**config.mk**
```make
export PLATFORM = sky130hd
export DESIGN_NAME = ps2_tx
export DESIGN_NICKNAME = d
export VERILOG_FILES = /design/src/rtl/ps2_tx.sv
export SDC_FILE = /design/constraint.sdc
export NUM_CORES = 1
export LEC_CHECK = 0
export CELL_PAD_IN_SITES_DETAIL_PLACEMENT = 1
export CELL_PAD_IN_SITES_GLOBAL_PLACEMENT = 2
export CORE_ASPECT_RATIO = 0.5
export CORE_MARGIN = 4
export CORE_UTILIZATION = 36
export CTS_BUF_LIST = sky130_fd_sc_hd__clkbuf_8 sky130_fd_sc_hd__clkbuf_16
export CTS_CLUSTER_DIAMETER = 120
export DETAILED_ROUTE_END_ITERATION = 8
export GPL_ROUTABILITY_DRIVEN = 1
export PLACE_DENSITY = 0.81
export SLEW_MARGIN = 20
export SYNTH_ARGS = -nofsm -noshare
export SYNTH_HDL_FRONTEND = slang
export SYNTH_SLANG_ARGS = --single-unit
```
**constraint.sdc**
```tcl
create_clock -name clk_sys -period 2.96 [get_ports clk_sys]
set_clock_uncertainty 0.15 [all_clocks]
set_input_delay 0.592 -clock clk_sys [delete_from_list [all_inputs] [get_ports clk_sys]]
set_output_delay 0.592 -clock clk_sys [all_outputs]
set_load 0.01 [all_outputs]
```
**src/rtl/ps2_tx.sv**
```systemverilog
// PS/2 host-to-device transmitter: inhibits the bus, issues request-to-send,
// shifts a command byte out on device clock falls and checks the device ACK.
module ps2_tx #(
  parameter int CLK_HOLD_CYC = 5000,
  parameter int RTS_CYC      = 50,
  parameter int TIMEOUT_CYC  = 1000000
) (
  input  logic       clk_sys,
  input  logic       rst_n,
  input  logic       wr_vld,
  input  logic [7:0] wr_data,
  output logic       wr_rdy,
  input  logic       ps2_clk_in,
  input  logic       ps2_data_in,
  output logic       ps2_clk_oe,
  output logic       ps2_data_oe,
  output logic       tx_busy,
  output logic       tx_done,
  output logic       tx_err
);

  typedef enum logic [2:0] {
    IDLE      = 3'd0,
    INHIBIT   = 3'd1,
    RTS       = 3'd2,
    SEND      = 3'd3,
    ACK       = 3'd4,
    WAIT_IDLE = 3'd5
  } state_t;

  function automatic logic odd_parity(input logic [7:0] d);
    return ~^d;
  endfunction

  state_t      state_r, state_s;
  logic [31:0] cnt_r, cnt_s;
  logic [3:0]  fall_cnt_r, fall_cnt_s;
  logic [7:0]  byte_r, byte_s;
  logic        par_r, par_s;
  logic        ack_r, ack_s;
  logic        clk_oe_r, clk_oe_s;
  logic        data_oe_r, data_oe_s;
  logic        done_r, done_s;
  logic        err_r, err_s;
  logic        rdy_r, busy_r;
  logic        clk_meta_r, clk_sync_r, clk_prev_r;
  logic        data_meta_r, data_sync_r;
  logic        fall_s, timeout_s;

  // Pad synchronizers; idle-high reset values avoid a false fall after reset.
  always_ff @(posedge clk_sys) begin
    if (!rst_n) begin
      clk_meta_r  <= 1'b1;
      clk_sync_r  <= 1'b1;
      clk_prev_r  <= 1'b1;
      data_meta_r <= 1'b1;
      data_sync_r <= 1'b1;
    end else begin
      clk_meta_r  <= ps2_clk_in;
      clk_sync_r  <= clk_meta_r;
      clk_prev_r  <= clk_sync_r;
      data_meta_r <= ps2_data_in;
      data_sync_r <= data_meta_r;
    end
  end

  assign fall_s = clk_prev_r & ~clk_sync_r;

  // Next-state, counter and output-value logic.
  always_comb begin
    state_s    = state_r;
    cnt_s      = cnt_r + 32'd1;
    fall_cnt_s = fall_cnt_r;
    byte_s     = byte_r;
    par_s      = par_r;
    ack_s      = ack_r;
    clk_oe_s   = clk_oe_r;
    data_oe_s  = data_oe_r;
    done_s     = 1'b0;
    err_s      = 1'b0;
    timeout_s  = 1'b0;

    case (state_r)
      IDLE: begin
        clk_oe_s   = 1'b0;
        data_oe_s  = 1'b0;
        cnt_s      = 32'd0;
        fall_cnt_s = 4'd0;
        if (wr_vld && rdy_r) begin
          byte_s   = wr_data;
          par_s    = odd_parity(wr_data);
          clk_oe_s = 1'b1;
          state_s  = INHIBIT;
        end else begin
          state_s = IDLE;
        end
      end
      INHIBIT: begin
        clk_oe_s  = 1'b1;
        data_oe_s = 1'b0;
        if (cnt_r == 32'(CLK_HOLD_CYC - 1)) begin
          cnt_s     = 32'd0;
          data_oe_s = 1'b1;
          state_s   = RTS;
        end else begin
          state_s = INHIBIT;
        end
      end
      RTS: begin
        clk_oe_s  = 1'b1;
        data_oe_s = 1'b1;
        if (cnt_r == 32'(RTS_CYC - 1)) begin
          cnt_s      = 32'd0;
          fall_cnt_s = 4'd0;
          clk_oe_s   = 1'b0;
          state_s    = SEND;
        end else begin
          state_s = RTS;
        end
      end
      SEND: begin
        clk_oe_s = 1'b0;
        // The count before increment is the index of the bit this fall launches.
        if (fall_s) begin
          fall_cnt_s = fall_cnt_r + 4'd1;
          if (fall_cnt_r < 4'd8) begin
            data_oe_s = ~byte_r[fall_cnt_r[2:0]];
          end else if (fall_cnt_r == 4'd8) begin
            data_oe_s = ~par_r;
          end else begin
            data_oe_s = 1'b0;
            state_s   = ACK;
          end
        end else begin
          state_s = SEND;
        end
      end
      ACK: begin
        clk_oe_s  = 1'b0;
        data_oe_s = 1'b0;
        if (fall_s) begin
          fall_cnt_s = fall_cnt_r + 4'd1;
          ack_s      = data_sync_r;
          state_s    = WAIT_IDLE;
        end else begin
          state_s = ACK;
        end
      end
      WAIT_IDLE: begin
        clk_oe_s  = 1'b0;
        data_oe_s = 1'b0;
        if (clk_sync_r && data_sync_r) begin
          done_s  = ~ack_r;
          err_s   = ack_r;
          state_s = IDLE;
        end else begin
          state_s = WAIT_IDLE;
        end
      end
      default: begin
        clk_oe_s  = 1'b0;
        data_oe_s = 1'b0;
        state_s   = IDLE;
      end
    endcase

    // Timeout overrides any completion decided above on the same cycle.
    if ((state_r == SEND || state_r == ACK || state_r == WAIT_IDLE) &&
        (cnt_r == 32'(TIMEOUT_CYC - 1))) begin
      timeout_s = 1'b1;
      clk_oe_s  = 1'b0;
      data_oe_s = 1'b0;
      done_s    = 1'b0;
      err_s     = 1'b1;
      state_s   = IDLE;
    end else begin
      timeout_s = 1'b0;
    end
  end

  // State, datapath and registered outputs; wr_rdy waits one cycle past a pulse.
  always_ff @(posedge clk_sys) begin
    if (!rst_n) begin
      state_r    <= IDLE;
      cnt_r      <= 32'd0;
      fall_cnt_r <= 4'd0;
      byte_r     <= 8'd0;
      par_r      <= 1'b0;
      ack_r      <= 1'b0;
      clk_oe_r   <= 1'b0;
      data_oe_r  <= 1'b0;
      done_r     <= 1'b0;
      err_r      <= 1'b0;
      rdy_r      <= 1'b1;
      busy_r     <= 1'b0;
    end else begin
      state_r    <= state_s;
      cnt_r      <= cnt_s;
      fall_cnt_r <= fall_cnt_s;
      byte_r     <= byte_s;
      par_r      <= par_s;
      ack_r      <= ack_s;
      clk_oe_r   <= clk_oe_s;
      data_oe_r  <= data_oe_s;
      done_r     <= done_s;
      err_r      <= err_s;
      rdy_r      <= (state_s == IDLE) && !done_s && !err_s;
      busy_r     <= (state_s != IDLE);
    end
  end

  assign wr_rdy      = rdy_r;
  assign tx_busy     = busy_r;
  assign tx_done     = done_r;
  assign tx_err      = err_r;
  assign ps2_clk_oe  = clk_oe_r;
  assign ps2_data_oe = data_oe_r;

endmodule

```
# ---- Word-level counts from Yosys, hierarchy flattened
# Index checks and enable logic that the tools add are counted.
dict set report classes {
  addsub 2
  mul 0
  n_div 0
  n_lt_le_gt_ge 2
  n_eq_ne 12
  shifts 0
  muxes 32
  bitwise_logic 6
  n_reduce_logical 19
}
# operator n
set op_table {}
lappend op_table {{32-bit one-hot mux with 3 select lines} 1}
lappend op_table {{32-bit two-way mux} 2}
lappend op_table {{32-bit by 1-bit adder with 32-bit output, second input constant} 1}
lappend op_table {{32-bit by 13-bit == test with 1-bit output, second input constant} 1}
lappend op_table {{32-bit by 20-bit == test with 1-bit output, second input constant} 1}
lappend op_table {{32-bit by 6-bit == test with 1-bit output, second input constant} 1}
lappend op_table {{3-bit one-hot mux with 6 select lines} 1}
lappend op_table {{1-bit two-way mux} 16}
lappend op_table {{3-bit two-way mux} 5}
lappend op_table {{4-bit one-hot mux with 3 select lines} 1}
lappend op_table {{4-bit two-way mux} 2}
lappend op_table {{8-bit XNOR reduction} 1}
lappend op_table {{3-bit by 2-bit == test with 1-bit output, second input constant} 2}
lappend op_table {{3-bit == test, second input constant} 2}
lappend op_table {{3-bit logical NOT} 2}
lappend op_table {{1-bit one-hot mux with 3 select lines} 2}
lappend op_table {{3-bit nonzero test} 2}
lappend op_table {{1-bit logical AND} 5}
lappend op_table {{1-bit inverter} 5}
lappend op_table {{4-bit by 1-bit adder with 4-bit output, second input constant} 1}
lappend op_table {{4-bit == test, second input constant} 1}
lappend op_table {{3-bit by 4-bit less-than comparator with 1-bit output, second input constant} 1}
lappend op_table {{4-bit less-than comparator, second input constant} 1}
lappend op_table {{2-bit != test, second input constant} 2}
lappend op_table {{10 further kinds} 14}
dict set report word_totals {
  regBits 60
  latch_bits 0
  mem_bits_rw 0
  romBits 0
  out_inout_bits 6
  memories 0
}

# ---- Depth between registers and ports, before layout
dict set report depth {
  ltp_word 9
  ltp_mapped 8
}

# ---- Worst setup path after synthesis
# Ideal clock, no wire load.
dict set report synth_timing {
  kind {reg-to-reg}
  startpoint {register cnt_r[12]}
  endpoint {register state_r[1]}
  setup_time_ns 0.130
  arrival_time_ns 1.991
  path_slack_ns 0.689
  path_stages_with_launch 6
  synth_period_minus_slack_ns 2.271
  cell_sequence {dfxtp_1 > or4_1 > or4_1 > or4_4 > nand2_4 > nor3_2}
}
dict set report synth_via {
  elab_chain_len 4
  elab_cells_between_ends 6
  cone_classes {eq/ne (2); mux (3); reduce/logical (1)}
}
# item line_no
set synth_lines {}
lappend synth_lines {{from (decl)} 36} ;# logic [31:0] cnt_r, cnt_s;
lappend synth_lines {{from (signal assigned)} 198} ;# cnt_r <= cnt_s;
lappend synth_lines {{32-bit by 13-bit == test with 1-bit output} 101} ;# if (cnt_r == 32'(CLK_HOLD_CYC - 1)) begin
lappend synth_lines {{2-bit two-way mux} 101}
lappend synth_lines {{3-bit one-hot mux with 6 select lines} 83} ;# case (state_r)
lappend synth_lines {{3-bit two-way mux (*)} 168} ;# if ((state_r == SEND || state_r == ACK || state_r == WAIT_IDLE) &&
lappend synth_lines {{to (signal assigned)} 197} ;# state_r <= state_s;
lappend synth_lines {{to (decl)} 35} ;# state_t state_r, state_s;
# Mark *: on every way between the ends. The rest lies on a longest branch, timed or not.
# A chain may end at the register's enable or synchronous reset.

# ---- Worst setup path after layout
dict set report layout_timing {
  startpoint {register cnt_r[6]}
  endpoint {register cnt_r[20]}
}
dict set report layout_via {
  elab_chain_len 3
  elab_cells_between_ends 6
  cone_classes {add/sub (1); eq/ne (2); mux (3)}
}
# item line_no
set layout_lines {}
lappend layout_lines {{32-bit by 1-bit adder with 32-bit output (tied with other cells)} 72} ;# cnt_s = cnt_r + 32'd1;
lappend layout_lines {{32-bit two-way mux (on tied branches)} {112, 101}}
lappend layout_lines {{32-bit one-hot mux with 3 select lines (*)} 83}
# Marks and branches as above.

==> out/qor.csv <==
stage;metric;value;unit
run_status;status;complete, no violations;
final_layout;design area;3478;sq um
clocking;clk buf depth;2;
clocking;CTS tree;yes;
drt;vias per inst;5.220;
placed_design;pre-CTS setup slack;0.4622;ns
timing;hold slack;0.2576;ns
grt;Congestion Overflow GR;0;
floorplan;DIE AREA;9727;sq um
worst_setup_path;CP startpoint kind;flop;
power;combinational share of power;0.066;
synth;Post-Syn Area;2928;sq um
final_layout;Non-Filler Instances;473;
synth;register bit count reported by yosys;60;
final_layout;Final #Nets;378;
power;pwr/cell area;550.8;nW/um^2
power;Lkg Pwr;0.001102;uW
run;MaxCap Viol Count;0;
placed_design;routability cong.;0.7828;
worst_setup_path;WP data required;3.01;ns
floorplan;Boundary Pins;19;
placed_design;port bufs;18;
final_layout;multi-input logic area;1624;sq um
final_layout;Syn-to-layout area delta;18.80;%
timing;RSZ-0062 raised after global routing;no;
floorplan;Die X;135.5;um
drt;WL per Instance;15.38;um
synth;Post-synth ARST share;0;
power;Internal;1485;uW
power;maximum VDD drop;0.2810;mV
synth;sequential element share of the synthesized area;0.4103;
synth;post-synth top area share;0.4103;
clocking;CTS sink cnt;60;
timing;Tmin final;2.496;ns
timing;Tcrit/Tclk final;0.8432;
placed_design;DP HPWL;5113;um
grt;GRT Total Usage;0.1605;
grt;largest net degree at the start of global routing;33;
synth;Post-Syn Nets;361;
clocking;Post-CTS Resized;0;
synth;Synth area leaders;dfxtp_1 41%, xnor2_1 9.3%, nor2_1 5.4%, nand2_1 4.6%, a21oi_1 3.6%;
timing;Fmax achieved;400.7;MHz
drt;Final ANT Viol Nets;0;
final_layout;layout cells sized above 1;0.08767;
timing;worst-margin pin slew;0.5806;ns
power;clock network fraction of total power;0.494;
synth;Avg Inst Size Synth;8.511;sq um
worst_setup_path;CP Capture Type;flop;
worst_setup_path;critical path class;reg -> reg;
final_layout;diodes inserted;0;
timing;setup violators final;0;
power;Sequential Power Share;0.440;
grt;vias in the first global route;2497;
clocking;root buf cell;clkbuf_16;
synth;Post-synth EDFFs;0;
placed_design;Area after DPL;3208;sq um
floorplan;die span in y;71.77;um
drt;Starting DRT DRC Count;132;
worst_setup_path;worst-path fanout max;32;
synth;leading area contributor after synthesis;dfxtp_1;
clocking;clock-pin slew on the worst setup and hold paths;0.05;ns
synth;Mapped Cells;344;
timing;Max Slew Vio Count;0;
synth;Synthesis Warnings;0;
drt;WL final;7276;um
power;Psw;431.4;uW
power;switching portion of total power;0.2251;
floorplan;Placement Rows;22;
grt;global-route wire length before repair;12280;um
clocking;Max H-tree Level;3;
grt;antenna violations before repair;0;
clocking;worst skew pair latency;0.33;ns
timing;final setup TNS;0;ns
floorplan;Starting Density;0.3854;
final_layout;Reg area;1201;sq um
synth;Unique masters post-synth;51;
timing;Slew headroom;0.6075;
drt;via count;2469;
worst_setup_path;Worst EP arrival;2.55;ns
drt;DRC violations left;0;
timing;final setup margin;0.4641;ns
floorplan;core footprint;7597;sq um
synth;Most used DFF post-synth;dfxtp_1;
drt;First-pass DRT Iterations;4;
clocking;CTS Buf Count;9;
min_path;hold crit path type;reg -> reg;
placed_design;DP Cell Count;458;
timing;Fin. Hold Viols;0;
clocking;Post-CTS Setup Bufs;0;
final_layout;Fill cells;918;
clocking;CTS Hold Bufs;0;
## cell usage in the layout (no fill, tap or decap), drive strengths merged, types with 3 or more instances in the layout
cell type / count
nand4: 3
a21oi: 22
clkbuf: 11
xnor2: 31
inv: 12
clkdlybuf4s50: 18
nor2: 42
dfxtp: 60
nor4: 17
and4: 3
nand2: 37
ha: 4
nor3: 12
buf: 4
xor2: 5
or3: 6
and3: 5
nand2b: 11
o21ai: 4
nand3: 18
or4: 3
## Yosys cell counts (3+ instances only)
library cell	number
xor2_1	5
clkbuf_1	11
nand3_1	18
nand2_1	36
nor2_1	42
and3_1	5
buf_2	4
or3_1	6
a21oi_1	21
nor3_1	10
xnor2_1	31
o21ai_0	4
nor4_1	15
and4_1	3
inv_1	10
nand2b_1	11
nand4_1	3
dfxtp_1	60
ha_1	4
## worst max-delay path: stages (launching register included)
cell,delay (ns)
dfxtp_1,0.36
or4b_1,0.52
or3_1,0.34
nor4_2,0.36
a221o_1,0.22
buf_4,0.32
nor2_1,0.09
## registers in the layout (all words and copies together) (netlist names), 3 cells and up
signal / count
cnt_r: 32
byte_r: 8
fall_cnt_r: 4
state_r: 3
## path summary, 6_finish.rpt
kind	start	end	slack, ns	cells past startpoint
hold reg to reg	data_meta_r	data_sync_r	0.26	1
hold / removal	data_meta_r	data_sync_r	0.26	1
setup / recovery	cnt_r[6]	cnt_r[20]	0.46	6
setup reg to reg	cnt_r[6]	cnt_r[20]	0.46	6
## stage by stage
stage	total power, uW	util
6_report	1916	0.4578
5_1_grt	2001	0.4578
4_1_cts	1950	0.4578
3_5_place_dp	987.5	0.4223
3_3_place_gp	984.7	0.4223
2_1_floorplan	936.0	-
## cell type report
class	count	share of cell area
multi-input cells	258	0.4669
flip-flops and latches	60	0.3453
clock buffers	11	0.07266
repair buffers	22	0.06043
well taps	108	0.03885
inverters	10	0.01079
clock inverters	4	0.005036
## kinds of logic after synthesis
family,synth area share
DFF,0.4103
buffers and inverters,0.03504
and+or+nand+nor,0.3150
adders and majority gates,0.01709
xor gates and xnor gates,0.1077
AOI/OAI and AO/OA,0.09274
muxes,0.02222
## layer usage
metal	vias up	wire, um	GRT usage
met2	23	3364	0.2550
met4	0	73	0.04693
met1	1205	3607	0.2020
met3	7	230	0.06522
li1	1234	-	-
met5	-	0	0
## power by group through the flow
stage	logic [uW]	clock network [uW]	registers, uW
floorplan	81.3	0	855
global placement	126	0	859
detailed placement	128	0	860
CTS	128	978	843
global route	140	1020	846
finish	126	946	844
Note: power is estimated with default switching activity, not from simulation.
